<file path="src/rtl/rr_mux_sched_16_pkg.sv">
// Shared types and the round-robin pick function for the 16-way serial scheduler.
package rr_mux_pkg;

    localparam int NUM_REQ = 16;
    localparam int SEL_W   = 4;

    typedef enum logic {
        IDLE = 1'b0,
        BUSY = 1'b1
    } state_e;

    typedef struct packed {
        logic             found;
        logic [SEL_W-1:0] idx;
    } pick_t;

    // Scan from the highest offset down so the nearest set bit after ptr wins.
    function automatic pick_t rr_pick(input logic [NUM_REQ-1:0] req,
                                      input logic [SEL_W-1:0]   ptr);
        pick_t            r;
        logic [SEL_W-1:0] j;
        r = '0;
        for (int i = NUM_REQ - 1; i >= 0; i--) begin
            j = ptr + SEL_W'(i);
            if (req[j]) begin
                r.found = 1'b1;
                r.idx   = j;
            end
        end
        return r;
    endfunction

endpackage

</file>
<file path="src/rtl/rr_mux_sched_16_if.sv">
// Requester/output bundle of the scheduler; master is the scheduler side.
interface rr_mux_sched_16_if;
    import rr_mux_pkg::*;

    logic [NUM_REQ-1:0] req;
    logic [NUM_REQ-1:0] d;
    logic [NUM_REQ-1:0] last;
    logic               out_valid;
    logic               out_ready;
    logic               out_data;
    logic               out_last;
    logic [SEL_W-1:0]   out_sel;
    logic [NUM_REQ-1:0] gnt;
    logic [NUM_REQ-1:0] ack;

    modport master (
        input  req, d, last, out_ready,
        output out_valid, out_data, out_last, out_sel, gnt, ack
    );

    modport slave (
        output req, d, last, out_ready,
        input  out_valid, out_data, out_last, out_sel, gnt, ack
    );

endinterface

</file>
<file path="src/rtl/rr_mux_sched_16_mux.sv">
// Plain 16:1 single-bit mux.
module mux_16x1
    import rr_mux_pkg::*;
(
    input  logic [NUM_REQ-1:0] din,
    input  logic [SEL_W-1:0]   sel,
    output logic               dout
);

    assign dout = din[sel];

endmodule

</file>
<file path="src/rtl/rr_mux_sched_16.sv">
// Round-robin scheduler sharing one serial valid/ready line among 16 requesters,
// with bursts bounded by the requester's last flag or MAX_BURST beats.
module rr_mux_sched_16
    import rr_mux_pkg::*;
#(
    parameter int MAX_BURST = 4
) (
    input  logic               clk,
    input  logic               rst_n,
    rr_mux_sched_16_if.master  bus
);

    localparam int CNT_W = (MAX_BURST > 1) ? $clog2(MAX_BURST) : 1;
    localparam logic [CNT_W-1:0] CNT_MAX = CNT_W'(MAX_BURST - 1);

    state_e           state_q, state_d;
    logic [SEL_W-1:0] sel_q, sel_d;
    logic [CNT_W-1:0] cnt_q, cnt_d;
    logic [SEL_W-1:0] ptr_q, ptr_d;

    logic             busy;
    logic             owner_req;
    logic             d_sel;
    logic             last_sel;
    logic             beat_last;
    logic             xfer;
    logic             end_burst;
    logic [SEL_W-1:0] pick_ptr;
    pick_t            pk;

    mux_16x1 mux_d (
        .din  (bus.d),
        .sel  (sel_q),
        .dout (d_sel)
    );

    mux_16x1 mux_last (
        .din  (bus.last),
        .sel  (sel_q),
        .dout (last_sel)
    );

    assign busy      = (state_q == BUSY);
    assign owner_req = bus.req[sel_q];
    assign beat_last = last_sel | (cnt_q == CNT_MAX);
    assign xfer      = bus.out_valid & bus.out_ready;
    assign end_burst = xfer & beat_last;

    // While busy the next arbitration already assumes the owner is finishing.
    assign pick_ptr  = busy ? (sel_q + SEL_W'(1)) : ptr_q;
    assign pk        = rr_pick(bus.req, pick_ptr);

    always_comb begin
        bus.out_valid = 1'b0;
        bus.out_data  = 1'b0;
        bus.out_last  = 1'b0;
        bus.gnt       = '0;
        bus.ack       = '0;
        if (busy) begin
            bus.out_valid = owner_req;
            bus.out_data  = d_sel;
            bus.out_last  = beat_last;
            bus.gnt       = NUM_REQ'(1) << sel_q;
            bus.ack       = (NUM_REQ'(1) << sel_q) & {NUM_REQ{owner_req & bus.out_ready}};
        end
    end

    assign bus.out_sel = sel_q;

    always_comb begin
        state_d = state_q;
        sel_d   = sel_q;
        cnt_d   = cnt_q;
        ptr_d   = ptr_q;
        case (state_q)
            IDLE: begin
                if (pk.found) begin
                    state_d = BUSY;
                    sel_d   = pk.idx;
                    cnt_d   = '0;
                end
            end
            BUSY: begin
                // A withdrawn owner is retired exactly like a completed burst, minus the ack.
                if (end_burst || !owner_req) begin
                    ptr_d = pick_ptr;
                    cnt_d = '0;
                    if (pk.found) begin
                        sel_d = pk.idx;
                    end else begin
                        state_d = IDLE;
                    end
                end else if (xfer) begin
                    cnt_d = cnt_q + CNT_W'(1);
                end
            end
            default: state_d = IDLE;
        endcase
    end

    always_ff @(posedge clk or negedge rst_n) begin
        if (!rst_n) begin
            state_q <= IDLE;
            sel_q   <= '0;
            cnt_q   <= '0;
            ptr_q   <= '0;
        end else begin
            state_q <= state_d;
            sel_q   <= sel_d;
            cnt_q   <= cnt_d;
            ptr_q   <= ptr_d;
        end
    end

endmodule

</file>
<file path="src/flat_wrapper.sv">
// flat-port wrapper written by rule: the top's interface ports become plain ports
module rr_mux_sched_16_flat import rr_mux_pkg::*;
#(
    parameter int MAX_BURST = 4
)
  (clk, rst_n, bus_req, bus_d, bus_last, bus_out_ready, bus_out_valid, bus_out_data, bus_out_last, bus_out_sel, bus_gnt, bus_ack);
  rr_mux_sched_16_if bus_i ();
  input  logic clk;
  input  logic rst_n;
  input wire logic [$bits(bus_i.req)-1:0] bus_req;
  input wire logic [$bits(bus_i.d)-1:0] bus_d;
  input wire logic [$bits(bus_i.last)-1:0] bus_last;
  input wire logic [$bits(bus_i.out_ready)-1:0] bus_out_ready;
  output wire logic [$bits(bus_i.out_valid)-1:0] bus_out_valid;
  output wire logic [$bits(bus_i.out_data)-1:0] bus_out_data;
  output wire logic [$bits(bus_i.out_last)-1:0] bus_out_last;
  output wire logic [$bits(bus_i.out_sel)-1:0] bus_out_sel;
  output wire logic [$bits(bus_i.gnt)-1:0] bus_gnt;
  output wire logic [$bits(bus_i.ack)-1:0] bus_ack;
  assign bus_i.req = bus_req;
  assign bus_i.d = bus_d;
  assign bus_i.last = bus_last;
  assign bus_i.out_ready = bus_out_ready;
  assign bus_out_valid = bus_i.out_valid;
  assign bus_out_data = bus_i.out_data;
  assign bus_out_last = bus_i.out_last;
  assign bus_out_sel = bus_i.out_sel;
  assign bus_gnt = bus_i.gnt;
  assign bus_ack = bus_i.ack;
  rr_mux_sched_16 #(.MAX_BURST(MAX_BURST)) u_core (.clk(clk), .rst_n(rst_n), .bus(bus_i));
endmodule
</file>
<file path="config.mk">
export PLATFORM = sky130hd
export DESIGN_NAME = rr_mux_sched_16_flat
export DESIGN_NICKNAME = d
export VERILOG_FILES = /design/src/rtl/rr_mux_sched_16_pkg.sv /design/src/rtl/rr_mux_sched_16_if.sv /design/src/rtl/rr_mux_sched_16_mux.sv /design/src/rtl/rr_mux_sched_16.sv /design/src/flat_wrapper.sv
export SDC_FILE = /design/constraint.sdc
export NUM_CORES = 1
export LEC_CHECK = 0
export ABC_AREA = 0
export CAP_MARGIN = 25
export CELL_PAD_IN_SITES_DETAIL_PLACEMENT = 0
export CELL_PAD_IN_SITES_GLOBAL_PLACEMENT = 1
export CORE_MARGIN = 1
export CORE_UTILIZATION = 36
export DETAILED_ROUTE_END_ITERATION = 6
export PLACE_DENSITY_LB_ADDON = 0.25
export SKIP_CTS_REPAIR_TIMING = 1
export SYNTH_ARGS = -nofsm -noshare
export SYNTH_HDL_FRONTEND = slang
export SYNTH_SLANG_ARGS = --single-unit
</file>
<file path="constraint.sdc">
create_clock -name clk -period 7.4 [get_ports clk]
set_clock_uncertainty 0.2 [all_clocks]
set_input_delay 2.22 -clock clk [delete_from_list [all_inputs] [get_ports clk]]
set_output_delay 2.22 -clock clk [all_outputs]
set_load 0.02 [all_outputs]
</file>
After elaboration in Yosys (flattened, before gate mapping)
Cells that the tools add are included.
{"block": "classes", "n_addsub": 17, "magnitude_cmp": 17, "n_eq_ne": 4, "shifts": 1, "muxes": 70, "bitwise_logic": 6, "reduce_logical": 4}
{"op": "< comparator 4 x 5 -> 1 bit, second input constant", "count": 17}
{"op": "two-way mux 5 bit", "count": 16}
{"op": "binary-select mux 1 bit (select 4 bit)", "count": 19}
{"op": "adder 4 bit, second input constant", "count": 8}
{"op": "two-way mux 16 bit", "count": 2}
{"op": "two-way mux 1 bit", "count": 24}
{"op": "adder 4 x 3 -> 4 bit, second input constant", "count": 4}
{"op": "bitwise AND 16 bit", "count": 1}
{"op": "left shift 1 x 4 -> 16 bit, first input constant", "count": 1}
{"op": "two-way mux 4 bit", "count": 3}
{"op": "adder 4 x 1 -> 4 bit, second input constant", "count": 2}
{"op": "adder 4 x 2 -> 4 bit, second input constant", "count": 2}
{"op": "case mux 4 bit (2 select lines)", "count": 1}
{"op": "two-way mux 2 bit", "count": 3}
{"op": "case mux 2 bit (2 select lines)", "count": 1}
{"op": "AND reduction 2 bit", "count": 2}
{"op": "bitwise AND 1 bit", "count": 3}
{"op": "!= test 3 bit, second input constant", "count": 1}
{"op": "adder 2 x 1 -> 2 bit, second input constant", "count": 1}
{"op": "equality test 2 bit, second input constant", "count": 1}
{"op": "!= test 2 x 1 -> 1 bit, second input constant", "count": 1}
{"op": "!= test 2 bit, second input constant", "count": 1}
{"op": "case mux 1 bit (2 select lines)", "count": 1}
{"op": "zero test 1 bit", "count": 1}
{"op": "other kinds (3)", "count": 3}
{"block": "totals", "register_bits": 11, "out_inout_bits": 39, "wordCells": 123}

Longest topological paths before layout
{"block": "logic_depth", "depth_word": 24, "depth_mapped": 18, "ltp_nobuf": 15}

By module
Synthesis repeated with hierarchy kept, for this count alone.
{"block": "hier_totals", "cells_unflattened": 397, "hier_area_um2": 3168.0}
{"module": "rr_mux_sched_16", "instances": 1, "cells_per_inst": 383, "area_each_um2": 2897.8, "seq_area_each_um2": 275.3}
{"module": "mux_16x1", "instances": 2, "cells_per_inst": 7, "area_each_um2": 135.1, "seq_area_each_um2": 0.0}

Least setup slack after synthesis
No wires, ideal clock.
{"block": "synth_path", "path_type": "in2out", "startpoint": "in bus_req[15]", "endpoint": "out bus_ack[0]", "arrival_time_ns": 3.684, "required_time_ns": 4.980, "slack_ns": 1.296, "path_stages": 5, "n_path_buf": 0, "cell_sequence": "mux4_2 mux4_2 and2_1 nand3b_1 nor2_1"}
{"block": "synth_via", "elab_chain_len": 5}
{"element": "from (decl)", "line_no": "flat_wrapper.sv:10", "text": "input wire logic [$bits(bus_i.req)-1:0] bus_req;"}
{"element": "binary-select mux 1 bit (select 4 bit)", "line_no": "rr_mux_sched_16.sv:44", "text": "assign owner_req = bus.req[sel_q];"}
{"element": "two-way mux 1 bit (implied by the code)", "line_no": "rr_mux_sched_16.sv:44"}
{"element": "bitwise AND 1 bit", "line_no": "rr_mux_sched_16.sv:64", "text": "bus.ack = (NUM_REQ'(1) << sel_q) & {NUM_REQ{owner_req & bus.out_ready}};"}
{"element": "bitwise AND 16 bit", "line_no": "rr_mux_sched_16.sv:64"}
{"element": "two-way mux 16 bit", "line_no": "rr_mux_sched_16.sv:59", "text": "if (busy) begin"}
{"element": "to (decl)", "line_no": "flat_wrapper.sv:19", "text": "output wire logic [$bits(bus_i.ack)-1:0] bus_ack;"}
No other way between the ends. The select of a mux whose other input is x is not followed.

Worst setup path in the final report
{"block": "layout_path", "startpoint": "in bus_req[14]", "endpoint": "out bus_ack[10]"}
Same word-level chain as after synthesis.

==> flow_summary.toml <==
[outcome]
outcome = "finished, final reports clean"

[sta]
max_freq_mhz = 138.3
finalCritPeriodShare = 0.9771
maxSlewViolCount = 0
fin_tns_setup_ns = 0
worstMarginPinSlew_ns = 0.9206
slew_headroom = 0.3687
rsz0062_at_grt = "false"
hold_violations = 0
period_minus_slack_ns = 7.230
setup_violations = 0

[yosys]
syn_area_sq_um = 3198
ys_warn_count = 0
synth_cell_type_count = 72
yosysSeqAreaShare = 0.08607
syn_nets = 443
avgSynthCellArea_sq_um = 8.328
ys_async_sr_fraction = 1.000
ys.flop_type = "dfrtp_1"
ys_ff_latch = 11
syn_inst = 384
synth_edf_count = 0

[cts]
path_clk_slew_ns = 0.05
clk_latency_ns = 0.23
cts_buffers = 3
h-tree-depth = 1
clock-sinks = 11
cts_root_buf = "clkbuf_8"
cts.path.max_buffers = 2
cts_tree = "done"

[flow_run]
cap_violations = 0

[detailed_routing]
drc = 0
routed_wl_microns = 10710
routedWlPerCell_microns = 18.49
drt_iter0_markers = 220
first_pass_iters = 5
via_per_inst = 6.105
final_antenna_net_count = 0
vias = 3535

[floorplanning]
initial_core_util = 0.3685
die_w_microns = 96.25
num_io_pins = 90
core_area_sq_um = 8678
die-area_sq_um = 9264
die-height_microns = 96.25
rows = 34

[global_route]
grt.total_usage = 0.2389
antenna_found_initial = 0
grt_pass1_vias = 3247
grt_max_degree = 20
gr-total-overflow = 0
grt_pass1_wl_microns = 17130

[final_layout]
fin_nets = 531
layout_commonest_cell = "clkdlybuf4s50_1"
syn_to_final_growth_pct = 32.98
fillers = 871
n_antenna_cell = 0
layout-drive-gt1-share = 0.1529
layout_common_cells = "clkdlybuf4s50_1, nor2_1, mux2i_1"

[place]
gp_congestion = 0.9151
hpwl_microns = 8311
port_buffers = 89

[worst_hold_path]
hp-class = "reg2reg"
min_from = "u_core.ptr_q[3]$_DFFE_PN0P_"

[setup_path]
timing.rr.start = "u_core.bus.out_sel[1]$_DFFE_PN0P_"
critPathArrivalTime_ns = 4.81
cp-end-kind = "primary output"
required_ns = 4.98
cp_max_fo = 8
crit_start = "bus_req[14]"
crit_type = "in2out"
worstSetupStartpointType = "input pin"
state kept, by name, indices dropped and copies added, names as in the netlist:
name                count
u_core.ptr_q            4
u_core.cnt_q            2
u_core.busy             1
u_core.bus.out_sel      4
through the flow:
step | instance area, sq um | instances | hold WS [ns] | util | worst slack [ns]
3_3_place_gp | 4207 | 575 | 0.2783 | 0.4847 | 0.2069
4_1_cts | 4253 | 579 | 0.3086 | 0.4901 | 0.1514
5_1_grt | 4253 | 579 | 0.3396 | 0.4901 | 0.005228
6_report | 4253 | 579 | 0.3077 | 0.4901 | 0.1695
3_5_place_dp | 4207 | 575 | 0.2872 | 0.4847 | 0.1335
2_1_floorplan | 3198 | 384 | 0.2684 | - | 1.296
worst paths after layout:
path / endpoint / slack, ns / depth (start not counted)
worst max-delay path: bus_ack[10] / 0.17 / 7
worst min-delay path: u_core.ptr_q[3]$_DFFE_PN0P_ / 0.31 / 1
worst max register to register: u_core.cnt_q[0]$_DFFE_PN0P_ / 1.69 / 16
worst min register to register: u_core.ptr_q[3]$_DFFE_PN0P_ / 0.31 / 1
max in group asynchronous: u_core.bus.out_sel[2]$_DFFE_PN0P_ / 4.56 / 1
min in group asynchronous: u_core.bus.out_sel[0]$_DFFE_PN0P_ / 2.12 / 1
area by class of cell:
cell class | instances | area [sq um] | area share
clock buffers | 3 | 41.29 | 0.009709
repair buffers | 102 | 988.4 | 0.2324
flip-flops and latches | 11 | 275.3 | 0.06472
clock inverters | 1 | 5.005 | 0.001177
inverters | 17 | 68.82 | 0.01618
multi-input cells | 337 | 2739 | 0.6440
well taps | 108 | 135.1 | 0.03177
Yosys cell counts (3+ instances only):
cell      count  area share
a211oi_1      3      0.0070
o21ai_0      10       0.016
inv_1        14       0.016
clkbuf_1      9       0.011
nand2b_1      4      0.0078
nor2b_1       7       0.014
nand2_1      25       0.029
nand3_1      12       0.019
mux4_2       29        0.20
o22ai_1       4      0.0078
buf_6         3       0.011
o211ai_1      4      0.0094
and2_1        5      0.0098
or4_1         3      0.0070
a21oi_1      19       0.030
nor3_1       10       0.016
a21o_1        4      0.0094
xnor2_1      11       0.030
o31ai_1       3      0.0070
o21a_1        3      0.0070
dfrtp_1      11       0.086
nor4_1        3      0.0059
or2_2         5      0.0098
buf_2         4      0.0063
mux2i_1      44        0.14
mux2_2        7       0.025
nor2_1       60       0.070
ha_1          8       0.031
a31oi_1       4      0.0078
kinds of logic (layout without fill, tap and decap cells):
family / after synthesis / in the layout / synth area share
simple gates: 149 / 149 / 0.2254
flops: 11 / 11 / 0.08607
fa+ha+maj: 8 / 8 / 0.03130
buf+inv: 36 / 123 / 0.05751
mux: 83 / 83 / 0.3779
compound gates: 86 / 86 / 0.1917
xor+xnor: 11 / 11 / 0.03012
metal layers:
metal / vias up / GRT usage / routed length, microns
li1: 1644 / - / -
met1: 1691 / 0.3107 / 4585
met2: 185 / 0.4178 / 4962
met3: 15 / 0.03633 / 1011
met4: 0 / 0.04602 / 149
met5: - / 0 / 0
critical path, stage by stage:
cell,delay (ns)
clkdlybuf4s50_1,0.49
mux4_2,0.50
mux4_2,0.54
and2_1,0.20
nand3_1,0.23
nor2_1,0.09
clkdlybuf4s50_1,0.54
Power is left out: the tool's default activity adds up to more than one toggle a clock period on the data nets, which glitch-free logic cannot reach.
==> RTL edit 1: new RTL, config.mk and constraints unchanged <==
Change the package constant `NUM_REQ` from 16 to 17.
--- a/src/rtl/rr_mux_sched_16_pkg.sv
+++ b/src/rtl/rr_mux_sched_16_pkg.sv
@@ -1,7 +1,7 @@
 // Shared types and the round-robin pick function for the 16-way serial scheduler.
 package rr_mux_pkg;
 
-    localparam int NUM_REQ = 16;
+    localparam int NUM_REQ = 17;
     localparam int SEL_W   = 4;
 
     typedef enum logic {
Interface: changed (5 resized); port bits go from 90 to 95. The function was not compared with the original's and may differ.
==> RTL edit 1 against the original RTL <==
- the run now ends with DRC left
- synthesized cell count down 3.4%
- routed wire length is 0.41% lower
- final area grew 3.6%
- critical endpoint is now bus_ack[8]
- area after synthesis grew 4.7%
- worst setup slack got worse by 0.061 ns
- first-iteration DRC count fell by 13%
- sequential cell count stayed put
Power is left out: the tool's default activity adds up to more than one toggle a clock period on the data nets, which glitch-free logic cannot reach.
==> RTL edit 1: results (changes against the original RTL) <==
- Crit. Startpoint: bus_req[11]
- Critical path's largest stage delay: 0.56 ns (+0.02 ns)
- Buffering overhead: 0.238 (+0.00545)
- Synth Area in Compound Gates: 0.159 (-0.0328)
- Antenna violations before repair: 0 (unchanged)
- Root Driver: clkbuf_8
- Inserted Diodes: 0 (unchanged)
- Failing checks: DRC
- Largest net degree at the start of global routing: 22 (+10%)
- Critical path peak fanout: 8 (unchanged)
- 1st-pass router iterations: 7 (+2)
- Worst Path Arrival: 4.87 ns (+0.06 ns)
- Min-delay src: u_core.cnt_q[1]
- Clk sinks: 11 (unchanged)
- Top cells by area, synth: mux4_2, mux2i_1, dfrtp_1
- Critical path's top delay family: multiplexers
- Avg Cell Area, Syn: 9.02 um^2 (+8.3%)
- Signal buffers: 110 (+7.8%)
- FFs w/ async S/R, synth: 1.00 (unchanged)
- IO Port Bufs: 89 (unchanged)
- FF-to-FF Start: u_core.bus.out_sel[0]
- Hold depth: 2 (+1)
- GP Congestion: 0.879 (-3.9%)
- CTS Buffer Depth: 2 (unchanged)
- FILL cells: 854 (-2.0%)
- Top FF cell, synth: dfrtp_1
- Final cell count without fillers: 572 (-1.2%)
- Outcome: complete, but fails checks
- ClkCell Share: 0.0102 (-0.000667)
- Seq. cell area: 275 um^2 (unchanged)
- Sequential-to-total area share from yosys stat: 0.0822 (-0.00383)
- GRT Util Overall: 0.222 (-0.0167)
- Slowest cell on the critical path: clkdlybuf4s50_1
- Top cells by count, synth: nor2_1, mux2i_1, mux4_2
- Post-synthesis adder-cell area fraction: 0.0299 (-0.00139)
- Hpwl dp: 8460 um (+1.9%)
- Multi-input comb cells: 326 (-3.3%)
- Multiplexer area fraction after synthesis: 0.408 (+0.0303)
- Worst-path clk slew: 0.05 ns (about the same)
- Share of cells above drive strength 1: 0.200 (+0.0476)
- Clkbuf count: 4 (+1)
- XOR/XNOR Fraction of Synth Area: 0.0452 (+0.0151)
- H-tree depth: 1 (unchanged)
- Synth warnings: 0 (unchanged)
- Slew headroom: 0.373 (+0.00438)
- Routed WL: 10,700 um (-0.41%)
- Worst slack, placed: 0.109 ns (-0.0249 ns)
- Vias per inst: 5.83 (-4.5%)
- # nets final: 527 (-0.75%)
- Residual DRC: 10 (+10)
- 1st-iter DRT viols: 192 (-13%)
- Inverters excl. clock: 13 (-4)
- Vias in the first global route: 3,274 (+0.83%)
- Detail Route Antenna Nets: 0 (unchanged)
- Multi-input gate area: 2850 um^2 (+4.0%)
- Worst R2R Path Depth: 15 (-1)
- First-pass GRT wire length: 17,300 um (+0.69%)
- Synth cell types: 71 (-1.4%)
- Clk_lat worst skew: 0.24 ns
## RTL edit 1: final timing paths
| path | to | slack, ns |
|---|---|---|
| setup / recovery | bus_ack[8] | 0.11 |
| hold / removal | u_core.cnt_q[1] | 0.29 |
| setup reg to reg | u_core.bus.out_sel[1] | 1.81 |
| hold reg to reg | u_core.cnt_q[1] | 0.29 |
| max in group asynchronous | u_core.ptr_q[0] | 4.55 |
| min in group asynchronous | u_core.cnt_q[0] | 2.12 |
## RTL edit 1: layer usage
metal,vias to the layer above,routed length (um),part of all wire,GRT usage
met1,1590,4660,0.44,0.296
met3,13,661,0.062,0.0220
li1,1607,-,-,-
met2,126,5220,0.49,0.392
met4,0,125,0.012,0.0482
met5,-,0,0,0
## RTL edit 1: per-stage QoR
| stage | cell area, um^2 | util |
|---|---|---|
| final | 4410 | 0.498 |
| after global routing | 4410 | 0.498 |
| after CTS | 4410 | 0.498 |
| after detailed placement | 4360 | 0.493 |
| after global placement | 4360 | 0.493 |
| after floorplan | 3350 | - |
==> RTL edit 2: new RTL, same settings <==
Made on the original files. Reset style: synchronous (`rst_n`), changed in one clocked block.
--- a/src/rtl/rr_mux_sched_16.sv
+++ b/src/rtl/rr_mux_sched_16.sv
@@ -98,7 +98,7 @@
         endcase
     end
 
-    always_ff @(posedge clk or negedge rst_n) begin
+    always_ff @(posedge clk) begin
         if (!rst_n) begin
             state_q <= IDLE;
             sel_q   <= '0;
Check against the original RTL: differs if rst_n is asserted again (counterexample within 4 cycles, from zero or initial values and one cycle with rst_n low); with rst_n held inactive, the same outputs for 4 cycles.
==> RTL edit 2 against the original RTL <==
- area after synthesis up 10%
- global-route usage up 2.7 points
- worst setup slack worse by 0.019 ns
- sequential cell count unchanged
- routed wire length up 21%
- final area up 7.2%
- largest cell class unchanged
- highest routed layer unchanged
==> RTL edit 2: results (changes against the original RTL) <==
- Synth cell types: 81 (+13%)
- Vias in the first global route: 3,917 (+21%)
- WL met1: 5370 um (+17%)
- Crit. Startpoint: bus_req[12]
- FF-to-FF Start: u_core.bus.out_sel[1]
- Worst Path Arrival: 4.83 ns (+0.02 ns)
- Outcome: completed
- Worst setup margin: 0.151 ns (-0.0188 ns)
- 1st-iter DRT viols: 260 (+18%)
- Min-delay src: u_core.cnt_q[1]
- Post-Syn Nets: 508 (+15%)
- GP Congestion: 0.930 (+1.6%)
- R2r setup slk: 1.77 ns (+0.08 ns)
- Multi-input comb cells: 399 (+18%)
- WL per Instance: 19.7 um (+6.6%)
- M1 GR Usage: 0.327 (+0.0166)
- Top cells by area, synth: mux4_2, nor2_1, mux2i_1
- Worst-case hold path end point: u_core.cnt_q[1]
- Clkbuf count: 4 (+1)
- Hold depth: 2 (+1)
- Largest net degree at the start of global routing: 25 (+25%)
- FFs w/ async S/R, synth: 0 (-1.00)
- First-pass GRT wire length: 21,200 um (+23%)
- ClkCell Share: 0.00988 (-0.00100)
- Worst R2R Path Depth: 15 (-1)
- Worst-Margin Slew: 1.06 ns (+0.137 ns)
[RTL edit 2: cell count changes after synthesis, sizes merged, moves of 8 or more]
cell | unedited run | this run
nand3 | 12 | 31
dfxtp | 0 | 11
dfrtp | 11 | 0
nor2 | 62 | 71
mux2i | 45 | 28
o21ai | 13 | 27
buf | 10 | 18
[RTL edit 2: cells by family after synthesis]
family	count (synthesis)	synth area share
xor gates and xnor gates	13	0.0345
AOI/OAI and AO/OA	123	0.255
adders and majority gates	8	0.0284
buffers and inverters	39	0.0604
DFF	11	0.0625
muxes	68	0.290
and+or+nand+nor	187	0.270
[RTL edit 2: through the flow]
| stage | cells | instance area [um^2] | power, mW |
|---|---|---|---|
| after detailed placement | 654 | 4510 | 1.91 |
| final | 659 | 4560 | 2.02 |
| after global placement | 654 | 4510 | 1.90 |
| after floorplan | 449 | 3520 | 1.47 |
| after global routing | 659 | 4560 | 2.18 |
| after CTS | 658 | 4550 | 1.98 |
